--- config.mk ---
export PLATFORM = sky130hd
export DESIGN_NAME = alu_result_select_flat
export DESIGN_NICKNAME = d
export VERILOG_FILES = /design/src/rtl/alu_pkg.sv /design/src/rtl/alu_result_select_if.sv /design/src/rtl/div_wait_timer.sv /design/src/rtl/alu_result_select.sv /design/src/flat_wrapper.sv
export SDC_FILE = /design/constraint.sdc
export NUM_CORES = 1
export LEC_CHECK = 0
export CAP_MARGIN = 15
export CORE_MARGIN = 2
export CORE_UTILIZATION = 30
export DETAILED_ROUTE_END_ITERATION = 16
export PLACE_DENSITY = 0.76
export SYNTH_ARGS = -nofsm -noshare
export SYNTH_HDL_FRONTEND = slang
export SYNTH_SLANG_ARGS = --single-unit
--- constraint.sdc ---
create_clock -name clk -period 1.72 [get_ports clk]
set_input_delay 0.258 -clock clk [delete_from_list [all_inputs] [get_ports clk]]
set_output_delay 0.258 -clock clk [all_outputs]
set_load 0.03 [all_outputs]
--- src/rtl/alu_pkg.sv ---
// rtl/alu_pkg.sv - shared function codes and divide-wait state encoding
package alu_pkg;

  localparam logic [5:0] FN_AND  = 6'b100100;
  localparam logic [5:0] FN_OR   = 6'b100101;
  localparam logic [5:0] FN_ADD  = 6'b100000;
  localparam logic [5:0] FN_SUB  = 6'b100010;
  localparam logic [5:0] FN_SLT  = 6'b101010;
  localparam logic [5:0] FN_SLL  = 6'b000000;
  localparam logic [5:0] FN_DIVU = 6'b011011;
  localparam logic [5:0] FN_MFHI = 6'b010000;
  localparam logic [5:0] FN_MFLO = 6'b010010;

  typedef enum logic {
    IDLE     = 1'b0,
    DIV_WAIT = 1'b1
  } div_state_e;

endpackage

--- src/rtl/alu_result_select_if.sv ---
// rtl/alu_result_select_if.sv - operation/result handshake bundle for the result selector
interface alu_result_select_if #(
  parameter int WIDTH   = 32,
  parameter int FUNCT_W = 6
);
  logic               in_valid;
  logic               in_ready;
  logic [FUNCT_W-1:0] signal;
  logic [WIDTH-1:0]   alu_out;
  logic [WIDTH-1:0]   shifter_out;
  logic [WIDTH-1:0]   hi_in;
  logic [WIDTH-1:0]   lo_in;
  logic [WIDTH-1:0]   data_out;
  logic               out_valid;
  logic               out_ready;
  logic               err;
  logic               div_busy;

  modport master (
    output in_valid, signal, alu_out, shifter_out, hi_in, lo_in, out_ready,
    input  in_ready, data_out, out_valid, err, div_busy
  );

  modport slave (
    input  in_valid, signal, alu_out, shifter_out, hi_in, lo_in, out_ready,
    output in_ready, data_out, out_valid, err, div_busy
  );
endinterface

--- src/rtl/div_wait_timer.sv ---
// rtl/div_wait_timer.sv - tracks the DIVU latency window after each accepted divide
module div_wait_timer
  import alu_pkg::*;
#(
  parameter int DIV_LAT = 32
) (
  input  logic clk,
  input  logic reset,
  input  logic i_start,
  output logic o_busy,
  output logic o_last
);
  localparam int CNT_W    = (DIV_LAT < 1) ? 1 : $clog2(DIV_LAT + 1);
  localparam bit HAS_WAIT = (DIV_LAT > 0);

  div_state_e       r_state;
  div_state_e       w_state_nxt;
  logic [CNT_W-1:0] r_cnt;
  logic [CNT_W-1:0] w_cnt_nxt;

  always_ff @(posedge clk) begin
    if (reset) begin
      r_state <= IDLE;
      r_cnt   <= '0;
    end else begin
      r_state <= w_state_nxt;
      r_cnt   <= w_cnt_nxt;
    end
  end

  // A new DIVU can only arrive in the final wait cycle, so restart from there.
  always_comb begin
    w_state_nxt = r_state;
    w_cnt_nxt   = r_cnt;
    case (r_state)
      IDLE: begin
        if (i_start && HAS_WAIT) begin
          w_state_nxt = DIV_WAIT;
          w_cnt_nxt   = CNT_W'(DIV_LAT);
        end
      end
      DIV_WAIT: begin
        if (i_start) begin
          w_cnt_nxt = CNT_W'(DIV_LAT);
        end else begin
          w_cnt_nxt = r_cnt - CNT_W'(1);
          if (r_cnt == CNT_W'(1)) begin
            w_state_nxt = IDLE;
          end
        end
      end
      default: begin
        w_state_nxt = IDLE;
        w_cnt_nxt   = '0;
      end
    endcase
  end

  assign o_busy = (r_state == DIV_WAIT);
  assign o_last = (r_state == DIV_WAIT) && (r_cnt == CNT_W'(1));
endmodule

--- src/rtl/alu_result_select.sv ---
// rtl/alu_result_select.sv - registered write-back source select with DIVU Hi/Lo interlock
module alu_result_select
  import alu_pkg::*;
#(
  parameter int WIDTH   = 32,
  parameter int FUNCT_W = 6,
  parameter int DIV_LAT = 32
) (
  input  logic                clk,
  input  logic                reset,
  alu_result_select_if.slave  bus
);
  logic             w_is_divu;
  logic             w_is_hilo;
  logic             w_busy;
  logic             w_last;
  logic             w_hold;
  logic             w_blocked;
  logic             w_in_ready;
  logic             w_accept;
  logic [WIDTH-1:0] w_sel_data;
  logic             w_sel_err;

  logic [WIDTH-1:0] r_data;
  logic             r_valid;
  logic             r_err;

  assign w_is_divu = (bus.signal == FUNCT_W'(FN_DIVU));
  assign w_is_hilo = w_is_divu ||
                     (bus.signal == FUNCT_W'(FN_MFHI)) ||
                     (bus.signal == FUNCT_W'(FN_MFLO));

  always_comb begin
    w_sel_data = '0;
    w_sel_err  = 1'b0;
    case (bus.signal)
      FUNCT_W'(FN_AND), FUNCT_W'(FN_OR), FUNCT_W'(FN_ADD),
      FUNCT_W'(FN_SUB), FUNCT_W'(FN_SLT): w_sel_data = bus.alu_out;
      FUNCT_W'(FN_SLL):                   w_sel_data = bus.shifter_out;
      FUNCT_W'(FN_MFHI):                  w_sel_data = bus.hi_in;
      FUNCT_W'(FN_MFLO):                  w_sel_data = bus.lo_in;
      FUNCT_W'(FN_DIVU):                  w_sel_data = '0;
      default:                            w_sel_err  = 1'b1;
    endcase
  end

  div_wait_timer #(
    .DIV_LAT (DIV_LAT)
  ) u_div_wait_timer (
    .clk     (clk),
    .reset   (reset),
    .i_start (w_accept && w_is_divu),
    .o_busy  (w_busy),
    .o_last  (w_last)
  );

  // Hi/Lo are usable in the last wait cycle, so the interlock releases one cycle before div_busy.
  assign w_hold     = w_busy && !w_last;
  assign w_blocked  = w_hold && w_is_hilo;
  assign w_in_ready = (!r_valid || bus.out_ready) && !w_blocked;
  assign w_accept   = bus.in_valid && w_in_ready;

  always_ff @(posedge clk) begin
    if (reset) begin
      r_data  <= '0;
      r_valid <= 1'b0;
      r_err   <= 1'b0;
    end else if (w_accept && !w_is_divu) begin
      r_data  <= w_sel_data;
      r_err   <= w_sel_err;
      r_valid <= 1'b1;
    end else if (bus.out_ready) begin
      r_valid <= 1'b0;
    end
  end

  assign bus.in_ready  = w_in_ready;
  assign bus.data_out  = r_data;
  assign bus.out_valid = r_valid;
  assign bus.err       = r_err;
  assign bus.div_busy  = w_busy;
endmodule

--- src/flat_wrapper.sv ---
// flat-port wrapper written by rule: the top's interface ports become plain ports
module alu_result_select_flat import alu_pkg::*;
#(
  parameter int WIDTH   = 32,
  parameter int FUNCT_W = 6,
  parameter int DIV_LAT = 32
)
  (clk, reset, bus_in_valid, bus_signal, bus_alu_out, bus_shifter_out, bus_hi_in, bus_lo_in, bus_out_ready, bus_in_ready, bus_data_out, bus_out_valid, bus_err, bus_div_busy);
  alu_result_select_if #(.WIDTH(WIDTH), .FUNCT_W(FUNCT_W)) bus_i ();
  input  logic clk;
  input  logic reset;
  input wire logic [$bits(bus_i.in_valid)-1:0] bus_in_valid;
  input wire logic [$bits(bus_i.signal)-1:0] bus_signal;
  input wire logic [$bits(bus_i.alu_out)-1:0] bus_alu_out;
  input wire logic [$bits(bus_i.shifter_out)-1:0] bus_shifter_out;
  input wire logic [$bits(bus_i.hi_in)-1:0] bus_hi_in;
  input wire logic [$bits(bus_i.lo_in)-1:0] bus_lo_in;
  input wire logic [$bits(bus_i.out_ready)-1:0] bus_out_ready;
  output wire logic [$bits(bus_i.in_ready)-1:0] bus_in_ready;
  output wire logic [$bits(bus_i.data_out)-1:0] bus_data_out;
  output wire logic [$bits(bus_i.out_valid)-1:0] bus_out_valid;
  output wire logic [$bits(bus_i.err)-1:0] bus_err;
  output wire logic [$bits(bus_i.div_busy)-1:0] bus_div_busy;
  assign bus_i.in_valid = bus_in_valid;
  assign bus_i.signal = bus_signal;
  assign bus_i.alu_out = bus_alu_out;
  assign bus_i.shifter_out = bus_shifter_out;
  assign bus_i.hi_in = bus_hi_in;
  assign bus_i.lo_in = bus_lo_in;
  assign bus_i.out_ready = bus_out_ready;
  assign bus_in_ready = bus_i.in_ready;
  assign bus_data_out = bus_i.data_out;
  assign bus_out_valid = bus_i.out_valid;
  assign bus_err = bus_i.err;
  assign bus_div_busy = bus_i.div_busy;
  alu_result_select #(.WIDTH(WIDTH), .FUNCT_W(FUNCT_W), .DIV_LAT(DIV_LAT)) u_core (.clk(clk), .reset(reset), .bus(bus_i));
endmodule
==> out/metrics.yaml <==
core_area_um2: 7250
synth_cells: 244
crit_fanout: 5
drt_iter0_drc: 104
ant_nets: 0
period_needed_ps: 2030
p_comb_frac: 0.337
fin_nets: 577
io_pins: 174
tightest_slew_ps: 526
seqPwrFrac: 0.396
track_usage: 0.210
whs_ps: 489
initial_core_util: 0.309
dp_cells: 520
ys.flop_type: "dfxtp_1"
fp.dieW_um: 90.4
outcome: "complete, but fails checks"
core.rowCount: 31
cts-buffers-inserted: 5
routed_wl_um: 9010
violations: "setup timing"
synth_edf_count: 0
dpl.hpwl_um: 6470
root_buffer: "clkbuf_8"
critPathLaunchType: "register"
htreeDepth: 2
cp_cell_sequence: "inv_2 -> ha_1 -> or4b_4 -> o21ai_4 -> buf_6 -> o211a_4 -> buf_12 -> clkbuf_16 -> a31oi_1"
switching_power_uw: 715
antenna_cells: 0
layout_setup_ws_ps: -307
internal_power_uw: 1910
path_class: "register to register"
cp.buffers_inverters: 4
yosys_warnings: 0
cts_tree: "built"
cts_sinks: 41
area_growth_pct: 104
finalPower_uw: 2620
num_vias: 2822
power_frac_clock: 0.268
arrival_ps: 2200
slew_headroom: 0.645
fin_area_um2: 4560
cts_hold_buf: 0
synth_seq_area_share: 0.367
chipHeight_um: 90.4
power_density_nw_per_um2: 575
p_leak_uw: 0.00164
clk_pin_slew_worst_paths_ps: 80
vdd_ir_drop_max_mv: 0.320
worstPathRequired_ps: 1890
dr.pass1.iters: 4
worst-r2r-setup-slack_ps: -310
grt_overflow: 0
worstSetupEndpointType: "register"
port-buffer-count: 173
hold_class: "register to register"
place_area_um2: 4220
final_cell_mix: "clkdlybuf4s50_1 (171), a22oi_1 (64), dfxtp_1 (39)"
synth.distinct_cells: 30
hold_violations: 0
post-route-period-util: 1.18
routedWlPerCell_um: 16.8
drc: 0
clk_latency_ps: 290
place.gp.congestion: 0.746
ys_async_sr_fraction: 0
sw_frac_of_total: 0.273
finalNonFillerCells: 537
finClkSkew_ps: 7.46
synth_nets: 384
grt_start_max_net_pins: 24
rsz0062_at_grt: "yes"
ctsLongestPathBuffers: 2
syn_area_um2: 2240
drive_above_1_share: 0.146
die_area_um2: 8170
drv_slew: 0
antenna_found_initial: 0
layout_commonest_cell: "clkdlybuf4s50_1"
crit_family: "compound AO/OA/AOI/OAI gates"
drv_cap: 0
synth_area_per_cell_um2: 9.17
cp_slowest_cell: "or4b_4"
grt_pass1_vias: 2897
vias_per_cell: 5.26
setup_viol: 41
worst_path_largest_cell_delay_ps: 470
fin_util: 0.629
synth.ff_latch_count: 41
max_freq_mhz: 493
grt_pass1_wl_um: 14000
==> repair_timing <==
action | CTS | global route
buffers inserted | 2 | 2
resized for setup | 24 | 4
setup endpoints to repair | 42 | 41
gates cloned | 3 | 3
pin swaps | 4 | 4
==> state kept, by name, summed over array words and instances (netlist names) <==
signal and count:
u_core.bus.out_valid 1, u_core.bus.err 1, u_core.bus.data_out 32, u_core.u_div_wait_timer.o_busy 1
u_core.u_div_wait_timer.r_cnt 6
==> path summary, 6_finish.rpt <==
path         cells after the start                             start                 endpoint
max reg2reg                      9  u_core.u_div_wait_timer.r_cnt[1]  u_core.bus.data_out[15]
min reg2reg                      2                    u_core.bus.err           u_core.bus.err
max                              9  u_core.u_div_wait_timer.r_cnt[1]  u_core.bus.data_out[15]
min                              2                    u_core.bus.err           u_core.bus.err
==> logic make-up after synthesis <==
kind of cell    count (synthesis)  synth area share
mux                             1           0.00503
buf+inv                        27            0.0704
compound gates                136             0.439
simple gates                   32            0.0883
xor+xnor                        5            0.0196
fa+ha+maj                       2            0.0112
flops                          41             0.367
==> per-layer routing <==
layer	part of all wire	GRT usage	wire, um
met4	0.010	0.0462	92
met1	0.39	0.238	3520
met2	0.53	0.397	4780
met5	0	0	0
met3	0.069	0.0492	625
==> metrics by stage <==
step                TNS (ps)  setup WS (ps)
finish                 -9810           -307
global route          -13030           -377
CTS                    -7870           -269
detailed placement    -15390           -618
global placement      -13830           -580
floorplan              -1180          -38.9
==> synth_stat cells, drive strengths merged, types with 4 or more instances <==
cell type | instances | area, um^2
o21bai | 33 | 248
nor2b | 4 | 25.0
a22oi | 64 | 480
clkbuf | 15 | 56.3
buf | 10 | 93.8
nor2 | 11 | 41.3
dfxtp | 41 | 821
a31oi | 32 | 200
o21ai | 4 | 23.8
==> power groups by stage <==
stage          logic [uW]  registers [uW]  clock network (uW)
6_report              883            1040                 701
5_1_grt               931            1040                 751
4_1_cts               863            1040                 723
3_5_place_dp          800            1060                   0
3_3_place_gp          790            1060                   0
2_1_floorplan         187            1170                   0
==> cell type report <==
class / count / area (um^2)
clock buffer: 7 / 96.3
clock inverter: 1 / 5.00
fill: 623 / 2690
inverter: 2 / 7.51
multi-input combinational: 176 / 1330
sequential: 41 / 823
tap: 99 / 124
timing repair buffer: 211 / 2180
==> worst min-delay path, delay by kind of cell (launching register included) <==
family             cells  cell delay, ps
AOI/OAI and AO/OA      1              50
DFF                    1             320
and+or+nand+nor        1              80
Power figures use the tool's default switching activity.
